[config.mk]
export PLATFORM = sky130hd
export DESIGN_NAME = led_frame_loader_flat
export DESIGN_NICKNAME = d
export VERILOG_FILES = /design/src/rtl/led_frame_loader_if.sv /design/src/rtl/led_frame_loader.sv /design/src/flat_wrapper.sv
export SDC_FILE = /design/constraint.sdc
export NUM_CORES = 1
export LEC_CHECK = 0
export BUFFER_PORTS_ARGS = -buffer_cell sky130_fd_sc_hd__buf_2
export CAP_MARGIN = 5
export CORE_UTILIZATION = 57
export DETAILED_ROUTE_END_ITERATION = 10
export MAX_ROUTING_LAYER = met4
export PLACE_DENSITY_LB_ADDON = 0.25
export SYNTH_ARGS = -nofsm -noshare
export SYNTH_HDL_FRONTEND = slang
export SYNTH_SLANG_ARGS = --single-unit
[constraint.sdc]
create_clock -name clk -period 4.9 [get_ports clk]
set_clock_uncertainty 0.15 [all_clocks]
set_input_delay 0.49 -clock clk [delete_from_list [all_inputs] [get_ports clk]]
set_output_delay 0.49 -clock clk [all_outputs]
set_load 0.01 [all_outputs]
[src/rtl/led_frame_loader_if.sv]
// SPI input and frame-output bundle for the LED frame loader.
// The master side drives the SPI lines and observes the committed frame and
// status strobes. The slave side is the loader itself.
interface led_frame_loader_if #(
  parameter int W = 72
);
  logic         spi_sclk;
  logic         spi_mosi;
  logic         spi_cs_n;
  logic [W-1:0] data_o;
  logic         busy;
  logic         frame_done;
  logic         frame_err;

  modport master (
    output spi_sclk, spi_mosi, spi_cs_n,
    input  data_o, busy, frame_done, frame_err
  );

  modport slave (
    input  spi_sclk, spi_mosi, spi_cs_n,
    output data_o, busy, frame_done, frame_err
  );
endinterface

[src/rtl/led_frame_loader.sv]
// LED frame loader: receives one W-bit frame over mode-0 SPI, MSB first, into
// a shadow register. It commits the frame to data_o atomically only when
// exactly W bits were clocked between cs_n falling and cs_n rising.
module led_frame_loader #(
  parameter int LED_CNT       = 3,
  parameter int CHANNELS      = 3,
  parameter int BITPERCHANNEL = 8
) (
  input  logic             clk,
  input  logic             reset,
  led_frame_loader_if.slave bus
);

  localparam int W     = LED_CNT * CHANNELS * BITPERCHANNEL;
  localparam int CNT_W = $clog2(W + 1);
  localparam logic [CNT_W-1:0] CNT_FULL = CNT_W'(W);

  typedef enum logic {IDLE, SHIFT} state_t;

  // Synchroniser stages: _p0 and _p1 form the 2-flop synchroniser, _p2 is history.
  logic cs_n_p0, cs_n_p1, cs_n_p2;
  logic sclk_p0, sclk_p1, sclk_p2;
  logic mosi_p0, mosi_p1, mosi_p2;

  // vld_pN marks that synchroniser stage N holds a post-reset sample of the pins.
  logic vld_p0, vld_p1;
  logic armed;

  state_t state_q, state_d;

  logic [W-1:0]     shadow_q, shadow_d;
  logic [W-1:0]     data_q, data_d;
  logic [CNT_W-1:0] cnt_q, cnt_d;
  logic             ovf_q, ovf_d;
  logic             done_q, done_d;
  logic             err_q, err_d;

  logic cs_fall, cs_rise, sclk_rise;

  // Bring the asynchronous SPI pins into the clk domain and keep one history sample.
  always_ff @(posedge clk) begin
    if (reset) begin
      cs_n_p0 <= 1'b1;
      cs_n_p1 <= 1'b1;
      cs_n_p2 <= 1'b1;
      sclk_p0 <= 1'b0;
      sclk_p1 <= 1'b0;
      sclk_p2 <= 1'b0;
      mosi_p0 <= 1'b0;
      mosi_p1 <= 1'b0;
      mosi_p2 <= 1'b0;
      vld_p0  <= 1'b0;
      vld_p1  <= 1'b0;
    end else begin
      cs_n_p0 <= bus.spi_cs_n;
      cs_n_p1 <= cs_n_p0;
      cs_n_p2 <= cs_n_p1;
      sclk_p0 <= bus.spi_sclk;
      sclk_p1 <= sclk_p0;
      sclk_p2 <= sclk_p1;
      mosi_p0 <= bus.spi_mosi;
      mosi_p1 <= mosi_p0;
      mosi_p2 <= mosi_p1;
      vld_p0  <= 1'b1;
      vld_p1  <= vld_p0;
    end
  end

  // Only accept a cs_n fall once a real high level of cs_n has been seen since
  // reset; the reset value of the cs_n flops is 1, so a pin held low through
  // reset would otherwise look like a frame start.
  always_ff @(posedge clk) begin
    if (reset) begin
      armed <= 1'b0;
    end else if (vld_p1 && cs_n_p1) begin
      armed <= 1'b1;
    end
  end

  // Edge detection compares synchroniser stage 2 against the history flop.
  // mosi is taken from the history flop: the sample taken just before sclk
  // was seen rising, when mode-0 data is guaranteed stable.
  assign cs_fall   = armed & cs_n_p2 & ~cs_n_p1;
  assign cs_rise   = ~cs_n_p2 & cs_n_p1;
  assign sclk_rise = ~sclk_p2 & sclk_p1;

  // FSM state register.
  always_ff @(posedge clk) begin
    if (reset) begin
      state_q <= IDLE;
    end else begin
      state_q <= state_d;
    end
  end

  // Next state, shifting, and commit/reject decision; cs_n rise outranks sclk rise.
  always_comb begin
    state_d  = state_q;
    shadow_d = shadow_q;
    data_d   = data_q;
    cnt_d    = cnt_q;
    ovf_d    = ovf_q;
    done_d   = 1'b0;
    err_d    = 1'b0;
    case (state_q)
      IDLE: begin
        if (cs_fall) begin
          state_d = SHIFT;
          cnt_d   = '0;
          ovf_d   = 1'b0;
        end
      end
      SHIFT: begin
        if (cs_rise) begin
          state_d = IDLE;
          if ((cnt_q == CNT_FULL) && !ovf_q) begin
            data_d = shadow_q;
            done_d = 1'b1;
          end else begin
            err_d = 1'b1;
          end
        end else if (sclk_rise) begin
          if (cnt_q == CNT_FULL) begin
            ovf_d = 1'b1;
          end else begin
            shadow_d = {shadow_q[W-2:0], mosi_p2};
            cnt_d    = cnt_q + 1'b1;
          end
        end
      end
      default: state_d = IDLE;
    endcase
  end

  // Frame datapath and status strobes; reset discards any partial frame silently.
  always_ff @(posedge clk) begin
    if (reset) begin
      shadow_q <= '0;
      data_q   <= '0;
      cnt_q    <= '0;
      ovf_q    <= 1'b0;
      done_q   <= 1'b0;
      err_q    <= 1'b0;
    end else begin
      shadow_q <= shadow_d;
      data_q   <= data_d;
      cnt_q    <= cnt_d;
      ovf_q    <= ovf_d;
      done_q   <= done_d;
      err_q    <= err_d;
    end
  end

  assign bus.data_o     = data_q;
  assign bus.busy       = (state_q == SHIFT);
  assign bus.frame_done = done_q;
  assign bus.frame_err  = err_q;

endmodule

[src/flat_wrapper.sv]
// flat-port wrapper written by rule: the top's interface ports become plain ports
module led_frame_loader_flat 
#(
  parameter int LED_CNT       = 3,
  parameter int CHANNELS      = 3,
  parameter int BITPERCHANNEL = 8
)
  (clk, reset, bus_spi_sclk, bus_spi_mosi, bus_spi_cs_n, bus_data_o, bus_busy, bus_frame_done, bus_frame_err);
  led_frame_loader_if #(.W((72))) bus_i ();
  input  logic clk;
  input  logic reset;
  input wire logic [$bits(bus_i.spi_sclk)-1:0] bus_spi_sclk;
  input wire logic [$bits(bus_i.spi_mosi)-1:0] bus_spi_mosi;
  input wire logic [$bits(bus_i.spi_cs_n)-1:0] bus_spi_cs_n;
  output wire logic [$bits(bus_i.data_o)-1:0] bus_data_o;
  output wire logic [$bits(bus_i.busy)-1:0] bus_busy;
  output wire logic [$bits(bus_i.frame_done)-1:0] bus_frame_done;
  output wire logic [$bits(bus_i.frame_err)-1:0] bus_frame_err;
  assign bus_i.spi_sclk = bus_spi_sclk;
  assign bus_i.spi_mosi = bus_spi_mosi;
  assign bus_i.spi_cs_n = bus_spi_cs_n;
  assign bus_data_o = bus_i.data_o;
  assign bus_busy = bus_i.busy;
  assign bus_frame_done = bus_i.frame_done;
  assign bus_frame_err = bus_i.frame_err;
  led_frame_loader #(.LED_CNT(LED_CNT), .CHANNELS(CHANNELS), .BITPERCHANNEL(BITPERCHANNEL)) u_core (.clk(clk), .reset(reset), .bus(bus_i));
endmodule
# Yosys cells after proc, flatten, opt, wreduce, memory -nomap -nowiden
# Cells that the tools add are included.
[totals] ff_bits=167 input_bits=5 out_inout_bits=75
[op_classes] n_addsub=1 reduce_logical=8 n_eq_ne=6 mux=16 bitwise=10
[op_table] op="two-way mux 7 bit" count=4
[op_table] op="case mux 7 bit (2 select lines)" count=1
[op_table] op="AND reduction 4 bit" count=3
[op_table] op="two-way mux 1 bit" count=9
[op_table] op="inequality test 2 bit, second input constant" count=4
[op_table] op="adder 7 x 1 -> 7 bit, second input constant" count=1
[op_table] op="equality test 7 bit, second input constant" count=1
[op_table] op="NOT 1 bit" count=6
[op_table] op="AND 1 bit" count=4
[op_table] op="case mux 1 bit (2 select lines)" count=2
[op_table] op="AND reduction 3 bit" count=1
[op_table] op="OR reduction 3 bit" count=1
[op_table] op="logical AND 1 bit" count=2
[op_table] op="inequality test 2 x 1 -> 1 bit, second input constant" count=1
[op_table] op="zero test 1 bit" count=1

# Depth between registers and ports, before layout
[logic_depth] word_depth=5 depth_mapped=8 depth_no_buf=6

# Least setup slack after synthesis
# Ideal clock, no wire load.
[synth_path] kind="register to register" start="reg u_core.cnt_q[0]" end="reg u_core.shadow_q[22]" arrival_time_ps=1465 setup_slack_ps=3152 path_stages_with_launch=9 period_less_slack_ps=1748 path_cell_list="dfxtp_1 inv_1 ha_1 and4bb_1 and2b_1 buf_4 clkbuf_2 o21ai_0 a21oi_1"
[synth_between] elab_chain_cells=3
[synth_rtl] item="start: declaration" line_no="led_frame_loader.sv:33" rtl="logic [CNT_W-1:0] cnt_q, cnt_d;"
[synth_rtl] item="start signal: assignment" line_no="led_frame_loader.sv:147" rtl="cnt_q <= cnt_d;"
[synth_rtl] item="equality test 7 bit" line_no="led_frame_loader.sv:123" rtl="if (cnt_q == CNT_FULL) begin"
[synth_rtl] item="NOT 1 bit (no source line)"
[synth_rtl] item="AND reduction 4 bit (no source line)"
[synth_rtl] item="end signal: assignment" line_no="led_frame_loader.sv:145" rtl="shadow_q <= shadow_d;"
[synth_rtl] item="end: declaration" line_no="led_frame_loader.sv:31" rtl="logic [W-1:0] shadow_q, shadow_d;"
# Every way passes these cells.
# A chain may end at the register's enable or synchronous reset.

# Final worst setup path
[layout_path] start="reg u_core.cnt_q[0]" end="reg u_core.data_q[13], in the netlist u_core.bus.data_o[13]"
[layout_between] elab_chain_cells=3
[layout_rtl] item="equality test 7 bit" line_no="led_frame_loader.sv:116" rtl="if ((cnt_q == CNT_FULL) && !ovf_q) begin"
[layout_rtl] item="logical AND 1 bit" line_no="led_frame_loader.sv:116"
[layout_rtl] item="AND reduction 3 bit (no source line)"
[layout_rtl] item="end signal: assignment" line_no="led_frame_loader.sv:146" rtl="data_q <= data_d;"
[layout_rtl] item="end: declaration" line_no="led_frame_loader.sv:32" rtl="logic [W-1:0] data_q, data_d;"
# Every way passes these cells.

==> run summary <==
Status = finished clean
Crit path DAT = 3150 ps
Drt pass-1 iters = 5
Die height = 107 um
CTS Buffer Depth = 2
H-tree levels = 4
Crit. Startpoint = u_core.cnt_q[0]
Final Net Count = 712
Mean Syn Cell Area = 9.52 sq um
Initial antenna violation count = 0
CP endpoint kind = flop
Origin of the critical flop-to-flop path = u_core.cnt_q[0]
Port Buf Inserts = 79
Final Hold Fails = 0
Clock share of power = 48.3%
Maxcap violations = 0
Drt drc = 0
WS Path Type = flop to flop
Vias = 4834
Final setup viols = 0
CTS sink count = 167
CP max FO = 38
Core ar. = 10800 sq um
Crit path time final = 2930 ps
ANT cells = 0
Initial core utilization = 58.4%
Total Negative Setup Slacks = 0 ps
Comb pwr share = 1.2%
Total congestion overflow = 0
Clk pin slew, worst setup/hold paths = 60 ps
Synth unique cells = 40
Most frequent cells in the layout = dfxtp_1, nor2_1, buf_2
All-Layer GR Usage = 23.5%
First-pass GRT wire length = 21200 um
Required time worst endpoint = 5130 ps
Max-slew headroom = 13.3%
Pin count of the biggest net entering global routing = 95
Pwr/cell area = 379 nW/um^2
Cell Area, Synth = 6300 sq um
#FFs+latches synth = 167
Synth top area cells = dfxtp_1, mux2i_1, a21oi_1, nand3_1, nor2_1
Drt via density = 5.63
Area grow syn2layout = 13.0%
R2R depth = 7
Lkg Pwr = 0.00259 uW
Int Pwr = 2150 uW
R2R Setup Slk = 1970 ps
Sequential area share after synthesis = 53.1%
DP HPWL = 6970 um
Post-cts resize count = 0
DR WL/cell = 14.6 um
Fin crit share = 59.8%
GP Congestion = 0.780
Hold Startpoint = bus_spi_cs_n
RR Endpoint = u_core.bus.data_o[13]
Setup Buffers After CTS = 0
Boundary pin count = 80
Critical path startpoint category = flop
Total CTS buffers = 17
Wirelength, routed = 12500 um
Worst min-delay path class = input port to flop
YS warnings = 0
RSZ-0062 raised after global routing = no
Most common cell after layout, fill and taps aside = dfxtp_1
Switching power = 551 uW
Hold slack = 10.6 ps
Syn Nets = 669
CTS root buf = clkbuf_8
Rows = 38
Worst Tran Pin Value = 1300 ps
Worst Hold Endpoint = u_core.cs_n_p0
Fmax = 0.341 GHz
DR iter-0 viols = 282
Die Footprint = 11500 sq um
Post-CTS Hold Fix Bufs = 0
Synth top area share = 53.1%
Max-slew violations = 0
CTS tree = yes
Vias in the first global route = 4474
Async SR Flop Fraction = 0%
Clk Latency, worst-skew pair = 520 ps
Hold depth = 2
Worst VDD drop = 0.287 mV
Leading area contributor after synthesis = dfxtp_1
Layout cells sized above 1 = 17.4%
Cell count after synthesis = 662
Top_reg_cell synth = dfxtp_1
Switching part of the total = 20.4%
DRT antenna net count = 0
Die width = 107 um
Number of synthesized flops with an enable pin = 0
Seq pwr share = 50.5%
==> cells by family after synthesis <==
| logic type | count (synthesis) | share of synthesized area (%) |
|---|---|---|
| and+or+nand+nor | 191 | 14.7 |
| DFF | 167 | 53.1 |
| muxes | 72 | 11.4 |
| buffers and inverters | 68 | 6.73 |
| AOI/OAI and AO/OA | 162 | 13.7 |
| adders and majority gates | 2 | 0.397 |
==> per-layer routing <==
layer  GRT usage [%]  wire (um)  up-vias  part of all wire [%]
li1                -          -     2384                     -
met3            5.23        512       12                   4.1
met4            7.34        138        0                   1.1
met5               -          0        -                     0
met1            30.6       5840     2302                    47
met2            36.4       6010      136                    48
==> cell usage after synthesis, types with 2 or more instances <==
| cell type | n |
|---|---|
| and2_1 | 2 |
| nand3_1 | 75 |
| a311o_1 | 2 |
| buf_12 | 7 |
| o21ai_0 | 48 |
| o211ai_1 | 5 |
| and4bb_1 | 2 |
| clkbuf_1 | 29 |
| clkbuf_2 | 9 |
| dfxtp_1 | 167 |
| buf_1 | 2 |
| nand2b_1 | 3 |
| nor3_1 | 2 |
| ha_1 | 2 |
| nand4_1 | 4 |
| buf_4 | 5 |
| inv_1 | 9 |
| a21oi_1 | 76 |
| or2_2 | 3 |
| nor2_1 | 84 |
| buf_2 | 5 |
| nor2b_1 | 7 |
| a211o_1 | 2 |
| mux2i_1 | 72 |
| o21ai_1 | 25 |
==> worst max-delay path: stages (launching register included) <==
cell	delay, ps
dfxtp_1	350
inv_1	70
ha_1	140
and4bb_1	280
and4bb_4	750
buf_4	660
mux2i_1	290
nor2_1	80
==> cell type report <==
| type | instances | area [sq um] |
|---|---|---|
| Clock buffer | 22 | 473 |
| Timing Repair Buffer | 83 | 428 |
| Tap cell | 140 | 175 |
| Inverter | 9 | 33.8 |
| Clock inverter | 10 | 118 |
| Fill cell | 857 | 3670 |
| Multi-Input combinational cell | 427 | 2550 |
| Sequential cell | 167 | 3340 |
==> power groups by stage <==
stage	logic, uW	clock network [uW]	registers [uW]
after global routing	36.3	1380	1360
after CTS	32.6	1320	1360
after detailed placement	32.5	0	1390
after floorplan	26.2	0	1390
after global placement	31.6	0	1390
final	32.6	1300	1360
==> how the worst max path moves through the flow <==
stage                            end  slack (ps)  cells after the start
6_report       u_core.bus.data_o[13]        1970                      7
2_1_floorplan    u_core.shadow_q[22]        3150                      8
3_5_place_dp   u_core.bus.data_o[35]        2000                      7
5_1_grt        u_core.bus.data_o[35]        1810                      7
4_1_cts        u_core.bus.data_o[13]        1960                      7
3_3_place_gp   u_core.bus.data_o[35]        2110                      7
==> through the flow <==
step	area [sq um]	worst slack [ps]	total power, uW	utilization, %	instances
after floorplan	6300	3150	1420	-	662
after global placement	6530	2110	1430	60.5	826
after detailed placement	6530	2000	1430	60.5	826
after CTS	7120	1960	2720	66.0	858
after global routing	7120	1810	2780	66.0	858
final	7120	1970	2700	66.0	858
No activity file was read; power rests on OpenSTA's default activity.
